===== src/rtl/diff_lane_sched.sv =====
// Round-robin front end that time-shares one registered sample differencer among NCH leads.
// Keeps each lead's previous sample, issues (current, previous) pairs and re-tags returning differences.
module diff_lane_sched #(
   parameter int NCH     = 4,
   parameter int DW      = 8,
   parameter int SUB_LAT = 1,
   localparam int CW     = $clog2(NCH)
) (
   input  logic              clk,
   input  logic              rst_n,
   input  logic              clr,
   input  logic [NCH-1:0]    in_valid,
   input  logic [NCH*DW-1:0] in_data,
   output logic [NCH-1:0]    in_ready,
   output logic [DW-1:0]     sub_a,
   output logic [DW-1:0]     sub_b,
   input  logic [DW:0]       sub_result,
   output logic              out_valid,
   output logic [CW-1:0]     out_ch,
   output logic [DW:0]       out_diff
);

   // Handshake: lead i's sample is taken on a rising edge where in_valid[i] & in_ready[i];
   // a lead holding in_valid without a grant keeps in_data stable, and there is no output backpressure.

   logic [CW-1:0] rr_ptr_q, rr_ptr_d;
   logic [NCH-1:0] primed_q, primed_d;
   logic [DW-1:0] prev_q [NCH];
   logic [DW-1:0] prev_d [NCH];
   logic [DW-1:0] sub_a_q, sub_a_d;
   logic [DW-1:0] sub_b_q, sub_b_d;
   logic [SUB_LAT:0] tag_v_q, tag_v_d;
   logic [CW-1:0] tag_ch_q [SUB_LAT+1];
   logic [CW-1:0] tag_ch_d [SUB_LAT+1];

   logic          found;
   logic          accept;
   logic          issue;
   logic [CW-1:0] gnt_idx;
   logic [CW:0]   idx;
   logic [DW-1:0] gnt_data;
   logic [DW-1:0] gnt_prev;
   logic          gnt_primed;

   // Arbitration: first valid lead at or after rr_ptr, wrapping; clr suppresses any grant.
   always_comb begin
      found   = 1'b0;
      gnt_idx = '0;
      idx     = '0;
      for (int k = 0; k < NCH; k++) begin
         idx = {1'b0, rr_ptr_q} + (CW+1)'(k);
         if (idx >= (CW+1)'(NCH)) idx = idx - (CW+1)'(NCH);
         if (!found && in_valid[idx[CW-1:0]]) begin
            found   = 1'b1;
            gnt_idx = idx[CW-1:0];
         end
      end
      accept = found && !clr;
   end

   always_comb begin
      gnt_data   = '0;
      gnt_prev   = '0;
      gnt_primed = 1'b0;
      in_ready   = '0;
      for (int k = 0; k < NCH; k++) begin
         if (gnt_idx == CW'(k)) begin
            gnt_data   = in_data[k*DW +: DW];
            gnt_prev   = prev_q[k];
            gnt_primed = primed_q[k];
            in_ready[k] = accept;
         end
      end
      issue = accept && gnt_primed;
   end

   always_comb begin
      rr_ptr_d = rr_ptr_q;
      primed_d = primed_q;
      sub_a_d  = sub_a_q;
      sub_b_d  = sub_b_q;
      for (int k = 0; k < NCH; k++) prev_d[k] = prev_q[k];

      if (accept) rr_ptr_d = (gnt_idx == CW'(NCH-1)) ? '0 : gnt_idx + CW'(1);

      // clr and accept are mutually exclusive because clr masks the grant.
      if (clr) begin
         primed_d = '0;
         for (int k = 0; k < NCH; k++) prev_d[k] = '0;
      end else if (accept) begin
         for (int k = 0; k < NCH; k++) begin
            if (gnt_idx == CW'(k)) begin
               prev_d[k]   = gnt_data;
               primed_d[k] = 1'b1;
            end
         end
      end

      if (issue) begin
         sub_a_d = gnt_data;
         sub_b_d = gnt_prev;
      end

      // Tag pipe runs alongside the operand register and the subtracter latency.
      tag_v_d     = {tag_v_q[SUB_LAT-1:0], issue};
      tag_ch_d[0] = gnt_idx;
      for (int k = 1; k <= SUB_LAT; k++) tag_ch_d[k] = tag_ch_q[k-1];
   end

   always_ff @(posedge clk or negedge rst_n) begin
      if (!rst_n) begin
         rr_ptr_q <= '0;
         primed_q <= '0;
         sub_a_q  <= '0;
         sub_b_q  <= '0;
         tag_v_q  <= '0;
         for (int k = 0; k < NCH; k++) prev_q[k] <= '0;
         for (int k = 0; k <= SUB_LAT; k++) tag_ch_q[k] <= '0;
      end else begin
         rr_ptr_q <= rr_ptr_d;
         primed_q <= primed_d;
         sub_a_q  <= sub_a_d;
         sub_b_q  <= sub_b_d;
         tag_v_q  <= tag_v_d;
         for (int k = 0; k < NCH; k++) prev_q[k] <= prev_d[k];
         for (int k = 0; k <= SUB_LAT; k++) tag_ch_q[k] <= tag_ch_d[k];
      end
   end

   assign sub_a     = sub_a_q;
   assign sub_b     = sub_b_q;
   assign out_valid = tag_v_q[SUB_LAT];
   assign out_ch    = tag_ch_q[SUB_LAT];
   assign out_diff  = sub_result;

endmodule


===== config.mk =====
export PLATFORM = sky130hd
export DESIGN_NAME = diff_lane_sched
export DESIGN_NICKNAME = d
export VERILOG_FILES = /design/src/rtl/diff_lane_sched.sv
export SDC_FILE = /design/constraint.sdc
export NUM_CORES = 1
export LEC_CHECK = 0
export CAP_MARGIN = 10
export CORE_UTILIZATION = 35
export CTS_CLUSTER_DIAMETER = 30
export DETAILED_ROUTE_END_ITERATION = 16
export HOLD_SLACK_MARGIN = 0.03
export PLACE_DENSITY = 0.69
export SYNTH_ARGS = -nofsm -noshare
export SYNTH_HDL_FRONTEND = slang
export SYNTH_SLANG_ARGS = --single-unit

===== constraint.sdc =====
create_clock -name clk -period 2.9 [get_ports clk]
set_clock_uncertainty 0.2 [all_clocks]
set_input_delay 0.29 -clock clk [delete_from_list [all_inputs] [get_ports clk]]
set_output_delay 0.29 -clock clk [all_outputs]
set_load 0.05 [all_outputs]

Word-level counts from Yosys, hierarchy flattened

Cells that the tools add are included.

Add/subtract/negate cells: 8
Order comparisons: 8
Equal/unequal tests: 3
Multiplexer cells: 49
Reduce and logical (&&, ||, !) cells: 19

Operator list:

| kind                | number |
|---|---|
| $mux 8              | 12 |
| $mux 32             | 2 |
| $mux 1              | 20 |
| $mux 2              | 9 |
| $lt 2x3->1 const B  | 4 |
| $reduce_bool 2->1   | 5 |
| $ge 3x3->1 const B  | 3 |
| $bmux 1 s2          | 4 |
| $mux 4              | 2 |
| $reduce_and 2->1    | 4 |
| $sub 2x1->2 const B | 4 |
| $add 2x2->3 const B | 2 |
| $logic_and 1x1->1   | 5 |
| $eq 2x2->1 const B  | 2 |
| $logic_not 1->1     | 4 |
| $add 2x1->3 const B | 1 |
| $ge 2x3->1 const B  | 1 |
| $add 2x1->2 const B | 1 |
| $eq 2x1->1 const B  | 1 |
| $logic_not 2->1     | 1 |

Flip-flop bits (word level): 60
Bits of input ports: 48
Output and inout bits: 32
Word-level logic and storage cells: 101

Logic depth before layout (Yosys ltp)

Gate-level depths: netlist of run 1.

Word-level depth: 22
Mapped depth: 12
Depth with buffers taken out: 9

Worst setup path after synthesis of run 1

Ideal clock, no wire load.

Path type: input -> output
Start point: in in_valid[2]
End point: out in_ready[2]
Arrival: 2.466 ns
Data required time: 2.410 ns
Path slack: -0.056 ns
Stages on the path: 8
Buffers on the path: 4
Cells stage by stage: or4_1 > clkbuf_1 > nand2b_1 > ha_1 > clkbuf_1 > clkbuf_1 > clkbuf_1 > and2_1

Cells in the longest elaborated chain, start to end: 14
Elaborated cells on any way between the ends: 25
Those cells by class: 1 x eq/ne; 17 x mux; 7 x reduce/logical

RTL lines:

| element                                                | RTL line | RTL |
|---|---|---|
| start, declared                                        | 12       | `input logic [NCH-1:0] in_valid,` |
| $bmux 1 s2                                             | 53       | `if (!found && in_valid[idx[CW-1:0]]) begin` |
| $mux 1 (implied by the code)                           | 53       |  |
| $mux 1                                                 | 53       |  |
| $logic_not 1->1                                        | 53       |  |
| $logic_and 1x1->1                                      | 53       |  |
| $mux 1                                                 | 53       |  |
| $logic_not 1->1                                        | 53       |  |
| $logic_and 1x1->1                                      | 53       |  |
| $mux 1                                                 | 53       |  |
| $logic_not 1->1                                        | 53       |  |
| $logic_and 1x1->1                                      | 53       |  |
| $mux 2 / $mux 1 (equally long branches)                | 53       |  |
| $eq 2x2->1 / $logic_and 1x1->1 (equally long branches) | 67, 58   |  |
| $mux 1 *                                               | 67       | `if (gnt_idx == CW'(k)) begin` |
| end, declared                                          | 14       | `output logic [NCH-1:0] in_ready,` |

Every way passes the cells marked *; elsewhere a longest branch is shown, timed or not. The select of a mux whose other input is x is not followed.

Worst setup path after layout of run 1

Start point: reg rr_ptr_q[0]
End point: reg sub_b_q[7] (netlist: sub_b[7])

Cells in the longest elaborated chain, start to end: 20
Elaborated cells on any way between the ends: 51
Those cells by class: 7 x add/sub; 4 x order compare; 3 x eq/ne; 28 x mux; 9 x reduce/logical

RTL lines:

| element                                                              | RTL line | RTL |
|---|---|---|
| start, declared                                                      | 26       | `logic [CW-1:0] rr_ptr_q, rr_ptr_d;` |
| start signal, assigned                                               | 120      | `rr_ptr_q <= rr_ptr_d;` |
| parallel branches: the longest is 13 deep, another holds $add 2x1->3 | -        |  |
| $mux 2 *                                                             | 53       |  |
| via gnt_idx[1]                                                       | 39       | `logic [CW-1:0] gnt_idx;` |
| $logic_not 2->1                                                      | 67       |  |
| $mux 1 (4 in a row)                                                  | 67       |  |
| $logic_and 1x1->1                                                    | 74       | `issue = accept && gnt_primed;` |
| end signal, assigned                                                 | 123      | `sub_b_q <= sub_b_d;` |
| end, declared                                                        | 31       | `logic [DW-1:0] sub_b_q, sub_b_d;` |

Mark *: on every way through the listed nets, which the timed path passes. The select of a mux whose other input is x is not followed.
A chain may end at the register's enable or synchronous reset.

==> results of run 1 <==
[cell usage in the layout (no fill, tap or decap), types with 4 or more instances in the layout]
cell type,Yosys,final
a221oi_1,8,7
and2_1,8,6
a221o_1,8,8
mux2i_1,8,8
clkbuf_8,0,11
clkdlybuf4s50_1,0,56
nor2_1,9,9
o21ai_0,10,10
buf_4,9,40
o31ai_1,8,8
nand2_1,72,72
buf_12,0,4
dfrtp_1,60,59
nor2b_1,18,17
a21oi_1,33,33
mux2_2,9,9
inv_1,9,9
nand3_1,25,25
[cell type report]
type | instances | share of cell area (%)
sequential | 60 | 35.20
multi-input combinational | 234 | 32.42
timing repair buffer | 105 | 23.27
clock buffer | 11 | 3.546
tap | 105 | 3.077
clock inverter | 4 | 1.700
inverter | 9 | 0.7913
[worst min-delay path by stage]
stage                          start          to  cells after the start
after floorplan                rst_n   out_ch[0]                      0
after global placement    tag_v_q[0]  tag_v_q[1]                      0
after detailed placement  tag_v_q[0]  tag_v_q[1]                      0
after CTS                 tag_v_q[0]  tag_v_q[1]                      0
after global routing      tag_v_q[0]  tag_v_q[1]                      0
final                     tag_v_q[0]  tag_v_q[1]                      0
[metrics by stage]
step | hold WS, ns | cell area (um2) | power [mW] | utilization (%)
after CTS | 0.1505 | 4223 | 4.836 | 50.63
final | 0.1496 | 4269 | 4.869 | 51.19
after floorplan | -0.2056 | 3073 | 2.972 | -
after global routing | 0.1684 | 4269 | 5.167 | 51.19
after detailed placement | 0.1347 | 3970 | 3.939 | 47.60
after global placement | 0.1352 | 3970 | 3.894 | 47.60
[registers in the layout, summed over array words and instances (netlist names)]
signal    flops
out_ch        2
prev_q       32
primed_q      4
rr_ptr_q      2
sub_a         8
sub_b         8
tag_ch_d      2
tag_v_q       2
[routing by layer]
| metal | routed length, um | GRT usage (%) | up-vias |
|---|---|---|---|
| met5 | 0 | 0 | - |
| met4 | 183 | 9.577 | 0 |
| met3 | 344 | 4.705 | 18 |
| met2 | 4084 | 32.56 | 81 |
| met1 | 3478 | 23.67 | 1304 |
| li1 | - | - | 1314 |
[worst max-delay path: cells and delay by family (launching register included)]
| kind | cells | cell delay [ns] |
|---|---|---|
| and+or+nand+nor | 4 | 0.82 |
| AOI/OAI and AO/OA | 2 | 0.48 |
| DFF | 1 | 0.43 |
| muxes | 1 | 0.29 |
| adders and majority gates | 1 | 0.22 |
| buffers and inverters | 1 | 0.16 |
[repair_timing]
action,4_1_cts,5_1_grt
hold buffers,1,0
resized for setup,3,11
hold endpoints to repair,60,0
gates cloned,0,0
setup endpoints to repair,1,34
setup buffers,1,2
pin swaps,1,3
[cells in the mapped netlist, types with 9 or more instances]
master,number,area [um2]
dfrtp_1,60,1501
clkbuf_1,21,78.83
buf_4,9,67.56
a21oi_1,33,165.2
nor2b_1,18,112.6
mux2_2,9,101.4
inv_1,9,33.78
nor2_1,9,33.78
nand2_1,72,270.3
nand3_1,25,125.1
o21ai_0,10,50.05
[report_power, final]
part           leakage, nW  internal, mW  switching, mW
combinational        0.965          1.14           1.55
sequential           0.787          1.14          0.175
clock                0.111         0.524          0.333
[cell families (layout without fill, tap and decap cells)]
family                   Yosys count  count (layout)  synth area share, %
AO/OA/AOI/OAI                     74              74                15.60
adder cells (fa/ha/maj)            4               4                1.629
buffers and inverters             42             129                6.965
flip-flops                        60              60                48.88
multiplexers                      18              18                6.395
AND/OR/NAND/NOR                  138             138                20.53
==> run metrics, run 1 <==
drt total wl=a little over 8 mm; critical-path cell list=nand2b_1, and2_1, o22a_1, ha_1, or2_1, a221o_1, and3_1, buf_4, mux2_4; Non-Filler Instances=around 530; count of cell types in the netlist=30; GRT overflow=0; Initial DRC Count=approximately 180; Syn Inst Count=336; Hold WC Path Type=reg -> reg; Most used DFF post-synth=dfrtp_1; ant diodes=0; Crit-path slowest cell=dfrtp_1; Final ANT Viol Nets=0; number of H-tree levels=3; Critical Path End=sub_b[7]; DRT Pass-1 Iters=4; CTS max path bufs=2; RePlAce Congestion=0.8411; Worst setup EP type=flop; CTS Buf Count=9; Power Density=between 1000 and 1500 nW/um2; Post-synth EDFFs=0; reg2reg path depth=9; Syn Area/Cell=9.142 um2; Synthesized Nets=388; # IOs=80; vias in the first global route=2743; Rows=33; RSZ-0062 raised after global routing=no; core area=around 8300 um2; Clock Latency Late Sink=0.35 ns; HPWL Detailed=roughly 5.7 mm; number of synthesized register bits=60; worst slew pin tran=around 0.76 ns; Cell Area, Synth=3072 um2; clk slew on worst S/H paths=approximately 0.07 ns; Max Cap Viol=0; vias per inst=5.146; root buffer cell=clkbuf_8; critical path class=reg -> reg; worst r2r src=rr_ptr_q[0]; P&R area growth vs syn=38.98%; crit share post-route=a little over nine tenths; fin worst setup slack=approximately 0.17 ns; Reg-to-Reg End=sub_b[7]; CTS tree=built; FMAX=~370 MHz; Initial Util=36.83%; pre-CTS WS=-0.2406 ns; first-pass GRT wire length=approximately 13 mm; minimum clock period=between 2 and 3 ns; Worst path max stage delay=between 0.4 and 0.5 ns; synth warn=0; Worst EP required=just under 3 ns; CP Data Arrival Time=around 2.8 ns; Reg2Reg Setup Slack=~0.17 ns; dpl cells=slightly above 500; LEAKAGE=approximately 1.9 nW; Max transition margin=about half; final setup fails=0; vias=about 2700; Die H=between 90 and 100 um; die area=roughly 9000 um2; DRC viols=0; status=finished clean; Post-synth ARST share=100.0%; Slew Viols, Final=0; IO Port Bufs=~60; FF+latch area=roughly 1500 um2; initial antenna violation count=0; final hold vios=0; post-synthesis sequential area ratio=48.88%; Multi-input gate area=about 1400 um2; crit start category=flop; Total GRT Usage=slightly below 20%; net count reported at finish=about 470; die width=between 90 and 100 um; CTS Sinks=60; setup_tns=0 ns; fillers=778; Setup crit start=rr_ptr_q[0]; Wirelength per Cell=~15 um; Peak supply drop=0.0004507 V; pin count of the biggest net entering global routing=61; layout cells sized above 1=19.39%; Worst Path Max Fanout=5
Note: power is estimated with default switching activity, not from simulation.
==> inputs of run 2 (changes only) <==
Settings changed: TNS_END_PERCENT set to 30.
==> results of run 2 <==
Final layout, timing and power as in run 1 (identical DEF).
==> RTL edit (flow settings as in run 1) <==
Make the reset (`rst_n`) synchronous in one clocked block.
--- a/src/rtl/diff_lane_sched.sv
+++ b/src/rtl/diff_lane_sched.sv
@@ -107,7 +107,7 @@
       for (int k = 1; k <= SUB_LAT; k++) tag_ch_d[k] = tag_ch_q[k-1];
    end
 
-   always_ff @(posedge clk or negedge rst_n) begin
+   always_ff @(posedge clk) begin
       if (!rst_n) begin
          rr_ptr_q <= '0;
          primed_q <= '0;
Check against the original RTL: differs if rst_n is asserted again (counterexample within 4 cycles, from zero or initial values and one cycle with rst_n low); with rst_n held inactive, the same outputs for 4 cycles.
==> RTL edit against run 1 <==
Fmax fell by 1.3%. Worst setup slack lost 0.036 ns. Final cell count up 6.8%. Design area down 4.1%. Sequential cell count is the same. Via count is 5.3% higher. Wire length fell by 2.4%. Area after synthesis fell by 4.0%. Hold slack improved by 0.079 ns. Global-route usage is 0.58 points lower. Critical path type is now primary input to primary output.
Power is not compared: it rests on default switching activity, and its combinational part moved more than twofold at a synthesized area within 25%.
==> RTL edit: results (changes against run 1) <==
| Metric | Value |
|---|---|
| Detailed Route WL | 7900 um (-2.4%) |
| #MultiIn Comb | 271 (+16%) |
| Vias/cell | 5.07 (-1.4%) |
| First-pass GRT wire length | 12,500 um (-5.5%) |
| CTS resizes | 0 (-3) |
| Clkbuf count | 10 (-1) |
| Signal buffers | 101 (-3.8%) |
| Filler cells | 813 (+4.5%) |
| CP peak stage delay | 0.51 ns (+0.08 ns) |
| Fin area | 4090 um^2 (-4.1%) |
| Signal buf overhead | 23.6% (+0.32 points) |
| Drt pass-1 iters | 5 (+1) |
| Placed cell areas | 3850 um^2 (-3.0%) |
| Post-CTS Setup Repair Bufs | 0 (-1) |
| GR met3 Demand/Resource | 6.39% (+1.7 points) |
| Delay-heaviest family, CP | buffers and inverters |
| Sequential area share after synthesis | 40.7% (-8.2 points) |
| Metal3 WL | 573 um (+67%) |
| Outcome | completed |
| Post-DR wirelength/cell | 14.0 um (-8.6%) |
| Syn Area/Cell | 7.85 um^2 (-14%) |
| Area of the mapped netlist | 2950 um^2 (-4.0%) |
| Logic inverters | 11 (+2) |
| Pin count of the biggest net entering global routing | 38 (-38%) |
| GRT Resource Usage Total | 19.0% (-0.58 points) |
| Final HPWL DP | 5760 um (+1.5%) |
| Worst Tran Pin Value | 0.772 ns (+0.0118 ns) |
| Register area | 1200 um^2 (-20%) |
| Compound-cell area share of the yosys netlist | 14.0% (-1.6 points) |
| Post-synth ARST share | 0% (-100 points) |
| Post-synth top cells | 79 x nand2_1, 60 x dfxtp_1, 40 x nand3_1 |
| Clock network area share | 5.29% (+0.041 points) |
| Fin nets | 506 (+7.4%) |
| Adder-cell share of the synthesized area | 1.70% (+0.067 points) |
| Ratio of cells with drive above 1 in the final layout | 15.5% (-3.9 points) |
| GPL Wtd Cong | 0.880 (+4.6%) |
| Placed insts | 548 (+7.7%) |
RTL edit: cell types whose count changed after synthesis, moves of 3 or more:
cell / run 1 / this run
nand3_2: 0 / 3
mux2_2: 9 / 0
clkbuf_1: 21 / 17
mux2i_1: 8 / 24
o31ai_1: 8 / 0
a221oi_1: 8 / 0
dfrtp_1: 60 / 0
nand2_1: 72 / 79
o21ai_0: 10 / 21
o211ai_1: 1 / 10
and2_1: 8 / 5
dfxtp_1: 0 / 60
nand3_1: 25 / 40
nor2_1: 9 / 17
RTL edit: final timing paths:
check                                  from     endpoint  slack (ns)  depth (start not counted)
worst max register to register  rr_ptr_q[0]     sub_a[2]        0.31                         10
worst min register to register   tag_v_q[0]   tag_v_q[1]        0.23                          1
worst min-delay path             tag_v_q[0]   tag_v_q[1]        0.23                          1
worst max-delay path            in_valid[0]  in_ready[1]        0.13                         11
